**src/rtl/pong_pkg.sv**
```systemverilog
// Shared types and default geometry for the pong game controller.
// State encoding is visible on state_o, so the enum values are fixed.
package pong_pkg;

   typedef enum logic [2:0] {
      ST_IDLE      = 3'd0,
      ST_SERVE     = 3'd1,
      ST_PLAY      = 3'd2,
      ST_SCORED    = 3'd3,
      ST_GAME_OVER = 3'd4
   } pong_state_t;

   // Position of a frame evaluation inside PLAY, counted from the sampled frame_tick.
   typedef enum logic [1:0] {
      PH_WAIT = 2'd0,
      PH_EVAL = 2'd1,
      PH_HIT  = 2'd2,
      PH_UPD  = 2'd3
   } play_phase_t;

   localparam int PONG_SCREEN_W  = 640;
   localparam int PONG_SCREEN_H  = 480;
   localparam int PONG_BALL_SIZE = 8;
   localparam int PONG_STEP      = 10;
   localparam int PONG_PADDLE_H  = 64;
   localparam int PONG_PADDLE_W  = 8;
   localparam int PONG_PADDLE_LX = 16;
   localparam int PONG_PADDLE_RX = 616;

endpackage

```
**src/rtl/pong_game_ctrl_if.sv**
```systemverilog
// Bundle of game-control signals between the video/ball datapath and the sequencer.
// The master side drives frame timing and positions; the slave side returns strobes and scores.
interface pong_game_ctrl_if #(
   parameter int X_W     = 10,
   parameter int Y_W     = 10,
   parameter int SCORE_W = 4
);
   logic               frame_tick;
   logic               start;
   logic [X_W-1:0]     ball_x;
   logic [Y_W-1:0]     ball_y;
   logic [Y_W-1:0]     paddle_l_y;
   logic [Y_W-1:0]     paddle_r_y;
   logic               ball_en;
   logic               touching_paddle;
   logic               touching_wall;
   logic               ball_reset;
   logic [SCORE_W-1:0] score_l;
   logic [SCORE_W-1:0] score_r;
   logic               game_over;
   logic [2:0]         state_o;

   modport master (
      output frame_tick, start, ball_x, ball_y, paddle_l_y, paddle_r_y,
      input  ball_en, touching_paddle, touching_wall, ball_reset,
             score_l, score_r, game_over, state_o
   );

   modport slave (
      input  frame_tick, start, ball_x, ball_y, paddle_l_y, paddle_r_y,
      output ball_en, touching_paddle, touching_wall, ball_reset,
             score_l, score_r, game_over, state_o
   );
endinterface

```
**src/rtl/pong_collide.sv**
```systemverilog
// Captures ball/paddle positions on capture and flags wall, paddle and miss conditions.
// Flags are combinational from the captured positions, valid the cycle after capture.
module pong_collide
   import pong_pkg::*;
#(
   parameter int X_W       = 10,
   parameter int Y_W       = 10,
   parameter int SCREEN_W  = PONG_SCREEN_W,
   parameter int SCREEN_H  = PONG_SCREEN_H,
   parameter int BALL_SIZE = PONG_BALL_SIZE,
   parameter int STEP      = PONG_STEP,
   parameter int PADDLE_H  = PONG_PADDLE_H,
   parameter int PADDLE_W  = PONG_PADDLE_W,
   parameter int PADDLE_LX = PONG_PADDLE_LX,
   parameter int PADDLE_RX = PONG_PADDLE_RX
)(
   input  logic           clk,
   input  logic           reset,
   input  logic           capture,
   input  logic [X_W-1:0] ball_x,
   input  logic [Y_W-1:0] ball_y,
   input  logic [Y_W-1:0] paddle_l_y,
   input  logic [Y_W-1:0] paddle_r_y,
   output logic           wall_hit,
   output logic           paddle_hit,
   output logic           miss_l,
   output logic           miss_r
);
   localparam logic [Y_W:0] WALL_LO   = (Y_W+1)'(STEP);
   localparam logic [Y_W:0] WALL_HI   = (Y_W+1)'(SCREEN_H - BALL_SIZE - STEP);
   localparam logic [Y_W:0] BALL_DY   = (Y_W+1)'(BALL_SIZE);
   localparam logic [Y_W:0] PAD_DY    = (Y_W+1)'(PADDLE_H);
   localparam logic [X_W:0] BALL_DX   = (X_W+1)'(BALL_SIZE);
   localparam logic [X_W:0] LPAD_L    = (X_W+1)'(PADDLE_LX);
   localparam logic [X_W:0] LPAD_R    = (X_W+1)'(PADDLE_LX + PADDLE_W);
   localparam logic [X_W:0] RPAD_L    = (X_W+1)'(PADDLE_RX);
   localparam logic [X_W:0] RPAD_R    = (X_W+1)'(PADDLE_RX + PADDLE_W);
   localparam logic [X_W:0] MISS_L_HI = (X_W+1)'(STEP);
   localparam logic [X_W:0] MISS_R_LO = (X_W+1)'(SCREEN_W - BALL_SIZE - STEP);
   localparam logic [X_W:0] SCR_W     = (X_W+1)'(SCREEN_W);

   logic [X_W-1:0] bx_q;
   logic [Y_W-1:0] by_q, pl_q, pr_q;

   always_ff @(posedge clk) begin
      if (reset) begin
         bx_q <= '0;
         by_q <= '0;
         pl_q <= '0;
         pr_q <= '0;
      end else if (capture) begin
         bx_q <= ball_x;
         by_q <= ball_y;
         pl_q <= paddle_l_y;
         pr_q <= paddle_r_y;
      end
   end

   // One extra bit on every sum keeps the edge compares from aliasing near the top of range.
   logic [X_W:0] x0, x1;
   logic [Y_W:0] y0, y1, pl0, pl1, pr0, pr1;
   logic         hit_l, hit_r, raw_miss_l, raw_miss_r;

   assign x0  = {1'b0, bx_q};
   assign x1  = x0 + BALL_DX;
   assign y0  = {1'b0, by_q};
   assign y1  = y0 + BALL_DY;
   assign pl0 = {1'b0, pl_q};
   assign pl1 = pl0 + PAD_DY;
   assign pr0 = {1'b0, pr_q};
   assign pr1 = pr0 + PAD_DY;

   assign hit_l = (x0 < LPAD_R) && (x1 > LPAD_L) && (y1 > pl0) && (y0 < pl1);
   assign hit_r = (x1 > RPAD_L) && (x0 < RPAD_R) && (y1 > pr0) && (y0 < pr1);

   // Left miss includes positions that wrapped below zero.
   assign raw_miss_l = (x0 < MISS_L_HI) || (x0 >= SCR_W);
   assign raw_miss_r = (x0 >= MISS_R_LO) && (x0 < SCR_W);

   assign wall_hit   = (y0 < WALL_LO) || (y0 >= WALL_HI);
   assign paddle_hit = hit_l || hit_r;
   assign miss_l     = raw_miss_l && !paddle_hit;
   assign miss_r     = raw_miss_r && !paddle_hit;

endmodule

```
**src/rtl/pong_game_ctrl.sv**
```systemverilog
// Per-frame pong sequencer: serve delay, hit/miss evaluation, scoring and game-over.
// A PLAY frame_tick at T gives hit pulses at T+2 and ball_en (or SCORED) at T+3.
module pong_game_ctrl
   import pong_pkg::*;
#(
   parameter int X_W          = 10,
   parameter int Y_W          = 10,
   parameter int SCREEN_W     = PONG_SCREEN_W,
   parameter int SCREEN_H     = PONG_SCREEN_H,
   parameter int BALL_SIZE    = PONG_BALL_SIZE,
   parameter int STEP         = PONG_STEP,
   parameter int PADDLE_H     = PONG_PADDLE_H,
   parameter int PADDLE_W     = PONG_PADDLE_W,
   parameter int PADDLE_LX    = PONG_PADDLE_LX,
   parameter int PADDLE_RX    = PONG_PADDLE_RX,
   parameter int SERVE_FRAMES = 60,
   parameter int WIN_SCORE    = 7,
   parameter int SCORE_W      = 4
)(
   input  logic            clk,
   input  logic            reset,
   pong_game_ctrl_if.slave bus
);
   localparam int                 SC_W = $clog2(SERVE_FRAMES + 1);
   localparam logic [SCORE_W-1:0] WIN  = SCORE_W'(WIN_SCORE);

   pong_state_t        state_q, state_nxt;
   play_phase_t        ph_q, ph_nxt;
   logic [SC_W-1:0]    serve_cnt;
   logic               wall_cd, pad_cd, wall_q, pad_q, miss_l_q, miss_r_q;
   logic [SCORE_W-1:0] score_l_q, score_r_q, score_l_inc, score_r_inc;
   logic               capture, serve_done, scored_win;
   logic               wall_hit, paddle_hit, miss_l, miss_r;
   logic               ball_en, touching_wall, touching_paddle, ball_reset, game_over;

   pong_collide #(
      .X_W(X_W), .Y_W(Y_W), .SCREEN_W(SCREEN_W), .SCREEN_H(SCREEN_H),
      .BALL_SIZE(BALL_SIZE), .STEP(STEP), .PADDLE_H(PADDLE_H), .PADDLE_W(PADDLE_W),
      .PADDLE_LX(PADDLE_LX), .PADDLE_RX(PADDLE_RX)
   ) u_collide (
      .clk        (clk),
      .reset      (reset),
      .capture    (capture),
      .ball_x     (bus.ball_x),
      .ball_y     (bus.ball_y),
      .paddle_l_y (bus.paddle_l_y),
      .paddle_r_y (bus.paddle_r_y),
      .wall_hit   (wall_hit),
      .paddle_hit (paddle_hit),
      .miss_l     (miss_l),
      .miss_r     (miss_r)
   );

   assign capture     = (state_q == ST_PLAY) && (ph_q == PH_WAIT) && bus.frame_tick;
   assign serve_done  = bus.frame_tick && (serve_cnt == SC_W'(SERVE_FRAMES - 1));
   assign score_l_inc = (score_l_q >= WIN) ? WIN : score_l_q + SCORE_W'(1);
   assign score_r_inc = (score_r_q >= WIN) ? WIN : score_r_q + SCORE_W'(1);
   assign scored_win  = miss_l_q ? (score_r_inc == WIN) : (score_l_inc == WIN);

   always_ff @(posedge clk) begin
      if (reset) begin
         state_q <= ST_IDLE;
         ph_q    <= PH_WAIT;
      end else begin
         state_q <= state_nxt;
         ph_q    <= ph_nxt;
      end
   end

   always_comb begin
      state_nxt = state_q;
      ph_nxt    = PH_WAIT;
      case (state_q)
         ST_IDLE, ST_GAME_OVER: if (bus.start) state_nxt = ST_SERVE;
         ST_SERVE:              if (serve_done) state_nxt = ST_PLAY;
         ST_PLAY: begin
            case (ph_q)
               PH_WAIT: if (capture) ph_nxt = PH_EVAL;
               PH_EVAL: ph_nxt = PH_HIT;
               PH_HIT: begin
                  if (miss_l_q || miss_r_q) state_nxt = ST_SCORED;
                  else                      ph_nxt    = PH_UPD;
               end
               default: ph_nxt = PH_WAIT;
            endcase
         end
         ST_SCORED: state_nxt = scored_win ? ST_GAME_OVER : ST_SERVE;
         default:   state_nxt = ST_IDLE;
      endcase
   end

   always_comb begin
      ball_reset      = (state_q != ST_PLAY);
      game_over       = (state_q == ST_GAME_OVER);
      touching_wall   = (state_q == ST_PLAY) && (ph_q == PH_HIT) && wall_q;
      touching_paddle = (state_q == ST_PLAY) && (ph_q == PH_HIT) && pad_q;
      ball_en         = (state_q == ST_PLAY) && (ph_q == PH_UPD);
   end

   always_ff @(posedge clk) begin
      if (reset) begin
         serve_cnt <= '0;
         wall_cd   <= 1'b0;
         pad_cd    <= 1'b0;
         wall_q    <= 1'b0;
         pad_q     <= 1'b0;
         miss_l_q  <= 1'b0;
         miss_r_q  <= 1'b0;
         score_l_q <= '0;
         score_r_q <= '0;
      end else begin
         if (state_q != ST_SERVE)  serve_cnt <= '0;
         else if (bus.frame_tick) serve_cnt <= serve_done ? '0 : serve_cnt + SC_W'(1);

         // A hit issued this frame blocks the same kind of hit on the next frame.
         if (state_q != ST_PLAY) begin
            wall_cd <= 1'b0;
            pad_cd  <= 1'b0;
         end else if (ph_q == PH_EVAL) begin
            wall_q   <= wall_hit && !wall_cd;
            wall_cd  <= wall_hit && !wall_cd;
            pad_q    <= paddle_hit && !pad_cd;
            pad_cd   <= paddle_hit && !pad_cd;
            miss_l_q <= miss_l;
            miss_r_q <= miss_r;
         end

         if ((state_q == ST_IDLE || state_q == ST_GAME_OVER) && bus.start) begin
            score_l_q <= '0;
            score_r_q <= '0;
         end else if (state_q == ST_SCORED) begin
            if (miss_l_q) score_r_q <= score_r_inc;
            else          score_l_q <= score_l_inc;
         end
      end
   end

   assign bus.ball_en         = ball_en;
   assign bus.touching_wall   = touching_wall;
   assign bus.touching_paddle = touching_paddle;
   assign bus.ball_reset      = ball_reset;
   assign bus.game_over       = game_over;
   assign bus.score_l         = score_l_q;
   assign bus.score_r         = score_r_q;
   assign bus.state_o         = state_q;

endmodule
```
**src/flat_wrapper.sv**
```systemverilog
// flat-port wrapper written by rule: the top's interface ports become plain ports
module pong_game_ctrl_flat import pong_pkg::*;
#(
   parameter int X_W          = 10,
   parameter int Y_W          = 10,
   parameter int SCREEN_W     = PONG_SCREEN_W,
   parameter int SCREEN_H     = PONG_SCREEN_H,
   parameter int BALL_SIZE    = PONG_BALL_SIZE,
   parameter int STEP         = PONG_STEP,
   parameter int PADDLE_H     = PONG_PADDLE_H,
   parameter int PADDLE_W     = PONG_PADDLE_W,
   parameter int PADDLE_LX    = PONG_PADDLE_LX,
   parameter int PADDLE_RX    = PONG_PADDLE_RX,
   parameter int SERVE_FRAMES = 60,
   parameter int WIN_SCORE    = 7,
   parameter int SCORE_W      = 4
)
  (clk, reset, bus_frame_tick, bus_start, bus_ball_x, bus_ball_y, bus_paddle_l_y, bus_paddle_r_y, bus_ball_en, bus_touching_paddle, bus_touching_wall, bus_ball_reset, bus_score_l, bus_score_r, bus_game_over, bus_state_o);
  pong_game_ctrl_if #(.X_W(X_W), .Y_W(Y_W), .SCORE_W(SCORE_W)) bus_i ();
  input  logic clk;
  input  logic reset;
  input wire logic [$bits(bus_i.frame_tick)-1:0] bus_frame_tick;
  input wire logic [$bits(bus_i.start)-1:0] bus_start;
  input wire logic [$bits(bus_i.ball_x)-1:0] bus_ball_x;
  input wire logic [$bits(bus_i.ball_y)-1:0] bus_ball_y;
  input wire logic [$bits(bus_i.paddle_l_y)-1:0] bus_paddle_l_y;
  input wire logic [$bits(bus_i.paddle_r_y)-1:0] bus_paddle_r_y;
  output wire logic [$bits(bus_i.ball_en)-1:0] bus_ball_en;
  output wire logic [$bits(bus_i.touching_paddle)-1:0] bus_touching_paddle;
  output wire logic [$bits(bus_i.touching_wall)-1:0] bus_touching_wall;
  output wire logic [$bits(bus_i.ball_reset)-1:0] bus_ball_reset;
  output wire logic [$bits(bus_i.score_l)-1:0] bus_score_l;
  output wire logic [$bits(bus_i.score_r)-1:0] bus_score_r;
  output wire logic [$bits(bus_i.game_over)-1:0] bus_game_over;
  output wire logic [$bits(bus_i.state_o)-1:0] bus_state_o;
  assign bus_i.frame_tick = bus_frame_tick;
  assign bus_i.start = bus_start;
  assign bus_i.ball_x = bus_ball_x;
  assign bus_i.ball_y = bus_ball_y;
  assign bus_i.paddle_l_y = bus_paddle_l_y;
  assign bus_i.paddle_r_y = bus_paddle_r_y;
  assign bus_ball_en = bus_i.ball_en;
  assign bus_touching_paddle = bus_i.touching_paddle;
  assign bus_touching_wall = bus_i.touching_wall;
  assign bus_ball_reset = bus_i.ball_reset;
  assign bus_score_l = bus_i.score_l;
  assign bus_score_r = bus_i.score_r;
  assign bus_game_over = bus_i.game_over;
  assign bus_state_o = bus_i.state_o;
  pong_game_ctrl #(.X_W(X_W), .Y_W(Y_W), .SCREEN_W(SCREEN_W), .SCREEN_H(SCREEN_H), .BALL_SIZE(BALL_SIZE), .STEP(STEP), .PADDLE_H(PADDLE_H), .PADDLE_W(PADDLE_W), .PADDLE_LX(PADDLE_LX), .PADDLE_RX(PADDLE_RX), .SERVE_FRAMES(SERVE_FRAMES), .WIN_SCORE(WIN_SCORE), .SCORE_W(SCORE_W)) u_core (.clk(clk), .reset(reset), .bus(bus_i));
endmodule
```
**config.mk**
```make
export PLATFORM = sky130hd
export DESIGN_NAME = pong_game_ctrl_flat
export DESIGN_NICKNAME = d
export VERILOG_FILES = /design/src/rtl/pong_pkg.sv /design/src/rtl/pong_game_ctrl_if.sv /design/src/rtl/pong_collide.sv /design/src/rtl/pong_game_ctrl.sv /design/src/flat_wrapper.sv
export SDC_FILE = /design/constraint.sdc
export NUM_CORES = 1
export LEC_CHECK = 0
export ABC_CLOCK_PERIOD_IN_PS = 4300
export CAP_MARGIN = 20
export CORE_MARGIN = 2
export CORE_UTILIZATION = 60
export DETAILED_ROUTE_END_ITERATION = 6
export DONT_BUFFER_PORTS = 1
export PLACE_DENSITY = 0.76
export SYNTH_ARGS = -nofsm -noshare
export SYNTH_HDL_FRONTEND = slang
export SYNTH_SLANG_ARGS = --single-unit
export TNS_END_PERCENT = 10
```
**constraint.sdc**
```tcl
create_clock -name clk -period 4.3 [get_ports clk]
set_input_delay 0.86 -clock clk [delete_from_list [all_inputs] [get_ports clk]]
set_output_delay 0.86 -clock clk [all_outputs]
set_load 0.01 [all_outputs]
```
Yosys cells after proc, flatten, opt, wreduce, memory -nomap -nowiden
Index checks and enable logic that the tools add are counted.
{"block": "op_classes", "add_sub_neg": 7, "n_lt_le_gt_ge": 16, "n_eq_ne": 16, "n_mux": 13, "bitwise": 3, "n_reduce_logical": 38}
{"operator": "$add A10 B4 Y11 const B", "count": 2}
{"operator": "$add A10 B7 Y11 const B", "count": 2}
{"operator": "$gt A11 B10 Y1", "count": 2}
{"operator": "$lt A10 B11 Y1", "count": 2}
{"operator": "$ge A10 B10 Y1 const B", "count": 2}
{"operator": "$lt A10 B10 Y1 const B", "count": 2}
{"operator": "$lt A10 B4 Y1 const B", "count": 2}
{"operator": "$logic_and A1 B1 Y1", "count": 19}
{"operator": "$mux W3", "count": 5}
{"operator": "$pmux W3 S4", "count": 1}
{"operator": "$gt A11 B10 Y1 const B", "count": 1}
{"operator": "$gt A11 B5 Y1 const B", "count": 1}
{"operator": "$ge A10 B9 Y1 const B", "count": 1}
{"operator": "$lt A10 B5 Y1 const B", "count": 1}
{"operator": "$reduce_or A2 Y1", "count": 5}
{"operator": "$add A4 B1 Y4 const B", "count": 2}
{"operator": "$eq A4 B3 Y1 const B", "count": 2}
{"operator": "$ge A4 B3 Y1 const B", "count": 2}
{"operator": "$mux W4", "count": 2}
{"operator": "$add A6 B1 Y6 const B", "count": 1}
{"operator": "$eq A3 B2 Y1 const B", "count": 2}
{"operator": "$eq A6 B6 Y1 const B", "count": 1}
{"operator": "$mux W6", "count": 1}
{"operator": "$ne A2 B2 Y1 const B", "count": 3}
{"operator": "other kinds (17)", "count": 29}
{"block": "word_totals", "reg_bits": 65, "inputBits": 44, "out_inout_bits": 16}

Logic depth before layout (Yosys ltp)
Gate-level depths: netlist of run 1.
{"block": "depth", "depth_word": 8, "ltp_mapped": 11, "mapped_depth_nobuf": 11}

Hierarchy
Synthesis of run 1 repeated with hierarchy kept, for this count alone.
{"block": "hier_totals", "hier_cells": 463, "hier_area_um2": 4033.9}
{"mod": "pong_collide", "n_inst": 1, "cells_per_inst": 316, "area_per_inst_um2": 2767.7}
{"mod": "pong_game_ctrl", "n_inst": 1, "cells_per_inst": 147, "area_per_inst_um2": 1266.2}

Least setup slack after synthesis of run 1
Ideal clock, no wire load.
{"block": "synth_timing", "path_kind": "reg2reg", "startpoint": "register u_core.u_collide.by_q[3]", "endpoint": "register u_core.pad_cd", "setup_ns": 0.124, "t_arrival_ns": 2.388, "t_required_ns": 4.176, "path_slack_ns": 1.789, "path_stages_with_launch": 11, "path_buffers": 0, "synth_period_minus_slack_ns": 2.511, "cell_sequence": "dfxtp_1 -> and3_1 -> nand3_1 -> xnor2_1 -> ha_1 -> and4_1 -> a211o_1 -> a2111oi_0 -> a311oi_1 -> a22oi_2 -> o31ai_1"}
{"block": "synth_between", "elab_chain_cells": 6}
{"item": "start, declared", "line": "pong_collide.sv:43", "text": "logic [Y_W-1:0] by_q, pl_q, pr_q;"}
{"item": "start signal, assigned", "line": "pong_collide.sv:53", "text": "by_q <= ball_y;"}
{"item": "$add A10 B4 Y11", "line": "pong_collide.sv:67", "text": "assign y1 = y0 + BALL_DY;"}
{"item": "$gt A11 B10 Y1 (on tied branches)", "line": "pong_collide.sv:73, pong_collide.sv:74"}
{"item": "$logic_and A1 B1 Y1 (on tied branches) (2 in series)", "line": "pong_collide.sv:73, pong_collide.sv:74"}
{"item": "$logic_or A1 B1 Y1 (*)", "line": "pong_collide.sv:81", "text": "assign paddle_hit = hit_l || hit_r;"}
{"item": "$logic_and A1 B1 Y1 (*)", "line": "pong_game_ctrl.sv:123", "text": "pad_cd <= paddle_hit && !pad_cd;"}
{"item": "end signal, assigned", "line": "pong_game_ctrl.sv:123"}
{"item": "end, declared", "line": "pong_game_ctrl.sv:30", "text": "logic wall_cd, pad_cd, wall_q, pad_q, miss_l_q, miss_r_q;"}
Mark *: on every way between the ends. The rest lies on a longest branch, timed or not.
A chain may end at the register's enable or synchronous reset.

Worst setup path after layout of run 1
{"block": "layout_timing", "startpoint": "register u_core.u_collide.by_q[5]", "endpoint": "register u_core.miss_r_q"}
{"block": "layout_between", "elab_chain_cells": 7}
{"item": "$add A10 B4 Y11", "line": "pong_collide.sv:67"}
{"item": "$gt A11 B10 Y1 (on tied branches)", "line": "pong_collide.sv:73, pong_collide.sv:74"}
{"item": "$logic_and A1 B1 Y1 (on tied branches) (2 in series)", "line": "pong_collide.sv:73, pong_collide.sv:74"}
{"item": "$logic_or A1 B1 Y1 (*)", "line": "pong_collide.sv:81"}
{"item": "$logic_not A1 Y1 (*)", "line": "pong_collide.sv:83", "text": "assign miss_r = raw_miss_r && !paddle_hit;"}
{"item": "$logic_and A1 B1 Y1 (*)", "line": "pong_collide.sv:83"}
{"item": "end signal, assigned", "line": "pong_game_ctrl.sv:125", "text": "miss_r_q <= miss_r;"}
{"item": "end, declared", "line": "pong_game_ctrl.sv:30"}
Marked as above.

==> impl_metrics.tcl, run 1 <==
set metrics [dict create \
    status "complete, no violations" \
    period_share_pct 68.1 \
    die_y_um 84.4 \
    syn_nets 583 \
    synth.distinct_cells 52 \
    tightest_slew_ns 0.649 \
    drt_pass1_iterations 5 \
    whs_path_depth 2 \
    regArea_um2 1300 \
    multiInputGateArea_um2 2360 \
    reg2regPathDepth 10 \
    rsz0062_at_grt "false" \
    via_per_inst 5.85 \
    timing_worst_setup_path_type "reg -> reg" \
    synthFlopType "dfxtp_1" \
    holdBufCountCts 0 \
    cts.clk_slew.worst_paths_ns 0.08 \
    arrival_ns 3.23 \
    period_needed_ns 2.93 \
    p_leak_nw 1.49 \
    clk_path_buf_depth 2 \
    slew_violations 0 \
    root_buffer "clkbuf_8" \
    placed_area_um2 3910 \
    cts_tree "yes" \
    skew_ns 0.0104 \
    num_vias 3349 \
    setup.worst_path.start_class "flop" \
    overflow 0 \
    cp.required_ns 4.60 \
    ir_worst_vdd_mv 0.266 \
    yosys_warnings 0 \
    antenna_found_initial 0 \
    htreeDepth 3 \
    end_kind "flop" \
    whs_ns 0.449 \
    drive_gt1_share_pct 4.85 \
    wl_mm 8.66 \
    synth_area_um2 3880 \
    path_max_fanout 8 \
    final_cell_mix "nand2_1 (95), dfxtp_1 (65), a21oi_1 (62)" \
    setup_viol 0 \
    syn_inst 495 \
    async_flop_share_pct 0 \
    post_drt_wl_per_cell_um 15.1 \
    slew_headroom_pct 56.4 \
    ant_nets 0 \
    layout.nets 578 \
    grt_usage_pct 25.3 \
    synth-edff-count 0 \
    area_growth_pct 6.35 \
    diodes 0 \
    clock_latency_ns 0.35 \
    finalHoldViolCount 0 \
    dr.first_iter.drc_count 148 \
    route.detailed.drc 0 \
    final_common_cell "nand2_1" \
    synth_seq_cells 65 \
    initial_core_util_pct 61.4 \
    n_fill_cell 575 \
    utilization_pct 65.3 \
    gp_congestion 0.939 \
    die_w_um 84.4 \
    portBuffers 0 \
    numCtsBuffers 9 \
    core-area_um2 6310 \
    rows 29 \
    fin_area_um2 4130 \
    io_pins 60 \
    grt_pass1_wl_mm 14.6 \
    grt_start_max_net_pins 51 \
    maxCapViolCount 0 \
    synth_seq_area_share_pct 33.5 \
    tns_ns 0 \
    die_area_um2 7120 \
    hp-class "reg -> reg" \
    avgSynthCellArea_um2 7.84 \
    dp_hpwl_mm 6.55 \
    fmax_ghz 0.341 \
    power_density_nw_per_um2 290 \
    cts_resized 0 \
    grt_pass1_vias 3184 \
    cts.sinks 65 \
    cts_setup_buffers 0 \
]
metrics by stage:
| step | std cells | power (mW) | setup slack [ns] |
|---|---|---|---|
| final | 572 | 1.20 | 1.37 |
| after global routing | 572 | 1.24 | 1.17 |
| after CTS | 572 | 1.21 | 1.38 |
| after detailed placement | 556 | 0.632 | 1.38 |
| after global placement | 556 | 0.632 | 1.48 |
| after floorplan | 495 | 0.635 | 1.79 |
cell families after synthesis:
family	share of synthesized area, %
and+or+nand+nor	23.5
adders and majority gates	14.7
DFF	33.5
AOI/OAI and AO/OA	18.2
xor gates and xnor gates	3.16
muxes	1.29
buffers and inverters	5.61
final timing paths:
path                                                 to                             startpoint  slack (ns)
setup / recovery           u_core.miss_r_q$_SDFFE_PP0P_  u_core.u_collide.by_q[5]$_SDFFE_PP0P_        1.37
setup reg to reg           u_core.miss_r_q$_SDFFE_PP0P_  u_core.u_collide.by_q[5]$_SDFFE_PP0P_        1.37
hold / removal    u_core.u_collide.pl_q[2]$_SDFFE_PP0P_  u_core.u_collide.pl_q[2]$_SDFFE_PP0P_        0.45
hold reg to reg   u_core.u_collide.pl_q[2]$_SDFFE_PP0P_  u_core.u_collide.pl_q[2]$_SDFFE_PP0P_        0.45
layer usage:
| metal | routed length [um] | vias up | track usage, % |
|---|---|---|---|
| li1 | - | 1721 | - |
| met1 | 3870 | 1556 | 31.3 |
| met2 | 4260 | 63 | 42.6 |
| met3 | 435 | 9 | 7.87 |
| met4 | 97 | 0 | 7.50 |
| met5 | 0 | - | 0 |
registers in the layout (all words and copies together) (netlist names), 3 cells and up:
| name | cells |
|---|---|
| u_core.u_collide.bx_q | 10 |
| u_core.u_collide.by_q | 10 |
| u_core.u_collide.pl_q | 10 |
| u_core.u_collide.pr_q | 10 |
| u_core.serve_cnt | 6 |
| u_core.bus.score_l | 4 |
| u_core.bus.score_r | 4 |
| u_core.bus.state_o | 3 |
power breakdown:
group	internal [mW]	switching, mW	total [mW]
Clock	0.330	0.248	0.578
Sequential	0.603	0.00282	0.606
Combinational	0.00585	0.00672	0.0126
Total	0.938	0.258	1.20
cells in the mapped netlist, types with 6 or more instances:
cell type | number | share of area, %
a21o_1 | 6 | 1.2
a21oi_1 | 62 | 8.0
a31oi_1 | 7 | 1.1
and3_1 | 6 | 0.97
buf_2 | 6 | 0.77
clkbuf_1 | 11 | 1.1
dfxtp_1 | 65 | 34
ha_1 | 44 | 14
inv_1 | 36 | 3.5
nand2_1 | 95 | 9.2
nand2b_1 | 7 | 1.1
nand3_1 | 16 | 2.1
nand4_1 | 6 | 0.97
nor2_1 | 30 | 2.9
nor3_1 | 7 | 0.90
o21ai_0 | 12 | 1.5
xnor2_1 | 10 | 2.3
critical path, cell delays in order, from the launching register on:
cell       delay (ns)
dfxtp_1          0.51
and3_1           0.26
nand3_1          0.10
xnor2_1          0.26
ha_1             0.29
and4_1           0.20
a211o_1          0.29
a2111oi_0        0.37
a311oi_1         0.11
a22oi_2          0.32
a22o_2           0.19
area by class of cell:
cell class | instances | share of cell area, %
clock buffers | 10 | 3.09
clock inverters | 6 | 2.18
inverters | 36 | 3.28
multi-input cells | 376 | 57.2
flip-flops and latches | 65 | 31.5
well taps | 77 | 2.34
repair buffers | 2 | 0.364
No activity file was read; power rests on OpenSTA's default activity.
==> inputs of run 2 (changes only) <==
- ABC_CLOCK_PERIOD_IN_PS: 4300 -> 2790
- clock period: 4.3 -> 2.79 ns (I/O delays scaled with it)
==> run 2 against run 1 <==
Effect of this change: worst setup slack lost 1.2 ns; fmax grew 11%; sequential cell count is the same; cell area grew 1.3%; non-clock buffer count grew 9; first-iteration DRC count grew 21%; global-route usage grew 0.29 points; highest routed layer unchanged.
==> impl_metrics.tcl, run 2 (synthesis results as in run 1) <==
set metrics [dict create \
    status "complete, no violations" \
    skew_ns 0.00836 \
    numCtsBuffers 9 \
    die_area_um2 7120 \
    slew_headroom_pct 57.4 \
    arrival_ns 2.94 \
    cp_num_buf_inv 0 \
    ant_nets 0 \
    period_needed_ns 2.64 \
    path_cells "ha_1 > nand3_1 > xnor2_1 > ha_1 > and4_1 > a211o_1 > a2111oi_2 > a311oi_2 > a22oi_2 > a22o_2" \
    total_power_mw 1.67 \
    cp_common_cell "ha_1" \
    gp_congestion 0.924 \
    diodes 0 \
    setup_viol 0 \
    path_max_fanout 5 \
    clk_path_buf_depth 2 \
    cts.sinks 65 \
    cp.required_ns 3.09 \
    grt_usage_pct 25.6 \
    final_cell_mix "nand2_1 (95), dfxtp_1 (64), a21oi_1 (62)" \
    cpPeakStageDelay_ns 0.40 \
    fin_area_um2 4180 \
    p_sw_mw 0.385 \
    die_w_um 84.4 \
    combPwrFrac_pct 1.2 \
    cp_slowest_cell "dfxtp_1" \
    clockPowerShare_pct 42.8 \
    period_share_pct 94.7 \
    end_kind "flop" \
    drt_pass1_iterations 4 \
    grt_start_max_net_pins 51 \
    rows 29 \
    cts.clk_slew.worst_paths_ns 0.07 \
    placed_area_um2 3980 \
    final_cell_count_no_fill 581 \
    initial_core_util_pct 61.4 \
    drive_gt1_share_pct 7.74 \
    multiInputGateArea_um2 2390 \
    cp_top_family "compound AO/OA/AOI/OAI gates" \
    p_leak_nw 1.53 \
    power_density_nw_per_um2 399 \
    n_fill_cell 564 \
    setup.worst_path.start_class "flop" \
    p_int_mw 1.28 \
    grt_pass1_vias 3070 \
    post_drt_wl_per_cell_um 15.3 \
    io_pins 60 \
    swShare_pct 23.1 \
    cts_tree "yes" \
    seqPwrFrac_pct 56.0 \
    tightest_slew_ns 0.634 \
    route.detailed.drc 0 \
    slew_violations 0 \
    regArea_um2 1300 \
    finalHoldViolCount 0 \
    dr.first_iter.drc_count 179 \
    via_per_inst 5.94 \
    grt_pass1_wl_mm 14.5 \
    whs_ns 0.274 \
    htreeDepth 3 \
    antenna_found_initial 0 \
    place_ws_ns 0.0461 \
    portBuffers 0 \
    num_vias 3453 \
    holdBufCountCts 0 \
    root_buffer "clkbuf_8" \
    clock_latency_ns 0.35 \
    timing_worst_setup_path_type "reg -> reg" \
    die_y_um 84.4 \
    utilization_pct 66.2 \
    cts_setup_buffers 0 \
    area_growth_pct 7.77 \
    core-area_um2 6310 \
    final_common_cell "nand2_1" \
    ir_worst_vdd_mv 0.307 \
    setup_ws_ns 0.149 \
    dp.cells 565 \
    fmax_ghz 0.379 \
    maxCapViolCount 0 \
    dp_hpwl_mm 6.73 \
    hp-class "in -> reg" \
    wl_mm 8.91 \
    layout.nets 587 \
    overflow 0 \
    tns_ns 0 \
]
run 2: layout make-up:
cell class | instances | share of cell area, %
repair buffers | 11 | 1.98
clock buffers | 11 | 3.38
well taps | 77 | 2.30
inverters | 36 | 3.23
multi-input cells | 376 | 57.2
flip-flops and latches | 65 | 31.2
clock inverters | 5 | 0.748
run 2: what timing repair did:
action / CTS / global route
setup endpoints to repair: 0 / 4
gates resized for setup: 0 / 8
endpoints found under the hold margin: 0 / 0
run 2: path summary, 6_finish.rpt:
path,from,end,slack (ns),cells past startpoint
min,reset,u_core.bus.state_o[2]$_SDFFE_PP0P_,0.27,1
min reg2reg,u_core.u_collide.pl_q[5]$_SDFFE_PP0P_,u_core.u_collide.pl_q[5]$_SDFFE_PP0P_,0.45,2
max reg2reg,u_core.u_collide.by_q[3]$_SDFFE_PP0P_,u_core.miss_l_q$_SDFFE_PP0P_,0.15,10
max,u_core.u_collide.by_q[3]$_SDFFE_PP0P_,u_core.miss_l_q$_SDFFE_PP0P_,0.15,10
run 2: power by group through the flow:
stage / combinational (mW) / clock, mW / sequential [mW]
final: 0.0200 / 0.713 / 0.934
after global routing: 0.0222 / 0.760 / 0.934
after CTS: 0.0200 / 0.726 / 0.934
after detailed placement: 0.0198 / 0 / 0.955
after global placement: 0.0192 / 0 / 0.955
after floorplan: 0.0249 / 0 / 0.954
run 2: routing by layer:
layer  up-vias  wire length, um  part of all wire, %  track usage (%)
li1       1743                -                    -                -
met1      1609             3930                   44             31.9
met2        84             4410                   50             43.0
met3        17              407                  4.6             6.49
met4         0              165                  1.9             9.38
met5         -                0                    0                0
==> inputs of run 3 (changes only) <==
- ABC_CLOCK_PERIOD_IN_PS: 2790 -> 2400
- CAP_MARGIN: 20 -> 0
- CORE_UTILIZATION: 60 -> 58
- SKIP_CTS_REPAIR_TIMING: not set -> 1
- clock period: 2.79 -> 2.4 ns (I/O delays scaled with it)
==> run 3 against run 2 <==
Effect of this change: the run now ends with negative setup slack left; clock skew is 0.0044 ns higher; sequential share of layout area is 1.5 points lower; register-to-register slack worse by 0.35 ns; wire length is 6.2% higher; first-iteration DRC count is 9.5% higher; via count is 1.4% higher; sequential power is 17% higher; non-clock buffer count is 15 higher; die area is 3.3% higher; total power is 22% higher; clock power is 31% higher; critical path type unchanged.
==> impl_metrics.tcl, run 3 (synthesis results as in run 1) <==
set metrics [dict create \
    fmax_ghz 0.384 \
    hp-class "in -> reg" \
    initial_core_util_pct 60.4 \
    path_max_fanout 4 \
    utilization_pct 68.8 \
    ant_nets 0 \
    period_needed_ns 2.60 \
    cts.sinks 65 \
    wl_met2_mm 4.70 \
    finalHoldViolCount 0 \
    htreeDepth 3 \
    setup.worst_path.start_class "flop" \
    combPwrFrac_pct 1.1 \
    rsz0062_at_grt "true" \
    grt_pass1_wl_mm 15.0 \
    setup_ws_ns -0.203 \
    routed.top_layer "met4" \
    portBuffers 0 \
    cts_tree "yes" \
    diodes 0 \
    arrival_ns 2.83 \
    num_vias 3502 \
    cts.clk_slew.worst_paths_ns 0.08 \
    via_per_inst 5.88 \
    violations "negative setup slack" \
    cp_common_cell "nor2_1" \
    clock_latency_ns 0.34 \
    p_int_mw 1.60 \
    gp_congestion 0.905 \
    n_fill_cell 542 \
    die_area_um2 7360 \
    grt_start_max_net_pins 51 \
    io_pins 60 \
    end_kind "flop" \
    die_w_um 85.8 \
    grt_usage_pct 25.2 \
    cp_num_buf_inv 1 \
    dp_hpwl_mm 6.67 \
    timing_worst_setup_path_type "reg -> reg" \
    p_leak_nw 1.65 \
    cp.required_ns 2.63 \
    final_cell_mix "nand2_1 (95), a21oi_1 (62), dfxtp_1 (59)" \
    route.detailed.drc 0 \
    post_drt_wl_per_cell_um 15.9 \
    clk_path_buf_depth 2 \
    r2r_slack_ns -0.20 \
    cpPeakStageDelay_ns 0.45 \
    cp_top_family "compound AO/OA/AOI/OAI gates" \
    overflow 0 \
    drive_gt1_share_pct 13.3 \
    drt_pass1_iterations 6 \
    clockPowerShare_pct 45.7 \
    final_common_cell "nand2_1" \
    swShare_pct 21.8 \
    die_y_um 85.8 \
    tightest_slew_ns 0.621 \
    setup_viol 4 \
    grt_pass1_vias 3407 \
    core-area_um2 6420 \
    rows 29 \
    dr.first_iter.drc_count 196 \
    maxCapViolCount 0 \
    period_share_pct 108 \
    wl_mm 9.47 \
    power_density_nw_per_um2 462 \
    fin_area_um2 4420 \
    root_buffer "clkbuf_8" \
    cp_slowest_cell "dfxtp_1" \
    placed_area_um2 4080 \
    tns_ns -0.725 \
    wl_met3_um 472 \
    ir_worst_vdd_mv 0.383 \
    seqPwrFrac_pct 53.2 \
    layout.nets 602 \
    slew_headroom_pct 58.3 \
    p_sw_mw 0.446 \
    numCtsBuffers 9 \
    path_cells "and3_1 > nand3_1 > xnor2_2 > buf_4 > ha_1 > nor2_1 > a31oi_4 > nor2_1 > a311oi_2 > a22oi_2 > a22o_2" \
    antenna_found_initial 0 \
    skew_ns 0.0128 \
    met1_length_mm 4.12 \
    area_growth_pct 13.9 \
    slew_violations 0 \
    status "finished, violations left" \
]
==> run 3: area by class of cell <==
type / instances / area, um^2 / area share, %
flip-flops and latches: 65 / 1310 / 29.6
clock inverters: 5 / 55.1 / 1.25
well taps: 77 / 96.3 / 2.18
inverters: 36 / 135 / 3.06
repair buffers: 26 / 195 / 4.42
multi-input cells: 376 / 2490 / 56.3
clock buffers: 11 / 141 / 3.20
==> run 3: final timing paths <==
| check | from | cells after the start | to |
|---|---|---|---|
| setup / recovery | u_core.u_collide.by_q[7]$_SDFFE_PP0P_ | 11 | u_core.miss_l_q$_SDFFE_PP0P_ |
| hold / removal | reset | 1 | u_core.u_collide.by_q[1]$_SDFFE_PP0P_ |
| setup reg to reg | u_core.u_collide.by_q[7]$_SDFFE_PP0P_ | 11 | u_core.miss_l_q$_SDFFE_PP0P_ |
| hold reg to reg | u_core.u_collide.pr_q[1]$_SDFFE_PP0P_ | 2 | u_core.u_collide.pr_q[1]$_SDFFE_PP0P_ |
==> run 3: routing by layer <==
metal  up-vias  track usage [%]
li1       1771                -
met1      1613             30.3
met2        99             43.5
met3        19             5.97
met4         0             9.52
met5         -                0
==> run 3: metrics by stage <==
| step | hold slack, ns | worst slack [ns] | instances | total power [mW] |
|---|---|---|---|---|
| finish | 0.211 | -0.203 | 596 | 2.04 |
| global route | 0.189 | -0.248 | 596 | 2.10 |
| CTS | 0.196 | -0.272 | 594 | 2.05 |
| detailed placement | 0.442 | -0.272 | 578 | 1.13 |
| global placement | 0.439 | -0.133 | 578 | 1.13 |
| floorplan | 0.417 | 0.0198 | 495 | 1.14 |
==> run 3: power groups by stage <==
stage               Combinational (mW)  Clock, mW  Sequential, mW
finish                          0.0232      0.932            1.09
global route                    0.0260      0.985            1.09
CTS                             0.0231      0.941            1.09
detailed placement              0.0229          0            1.11
global placement                0.0222          0            1.11
floorplan                       0.0289          0            1.11
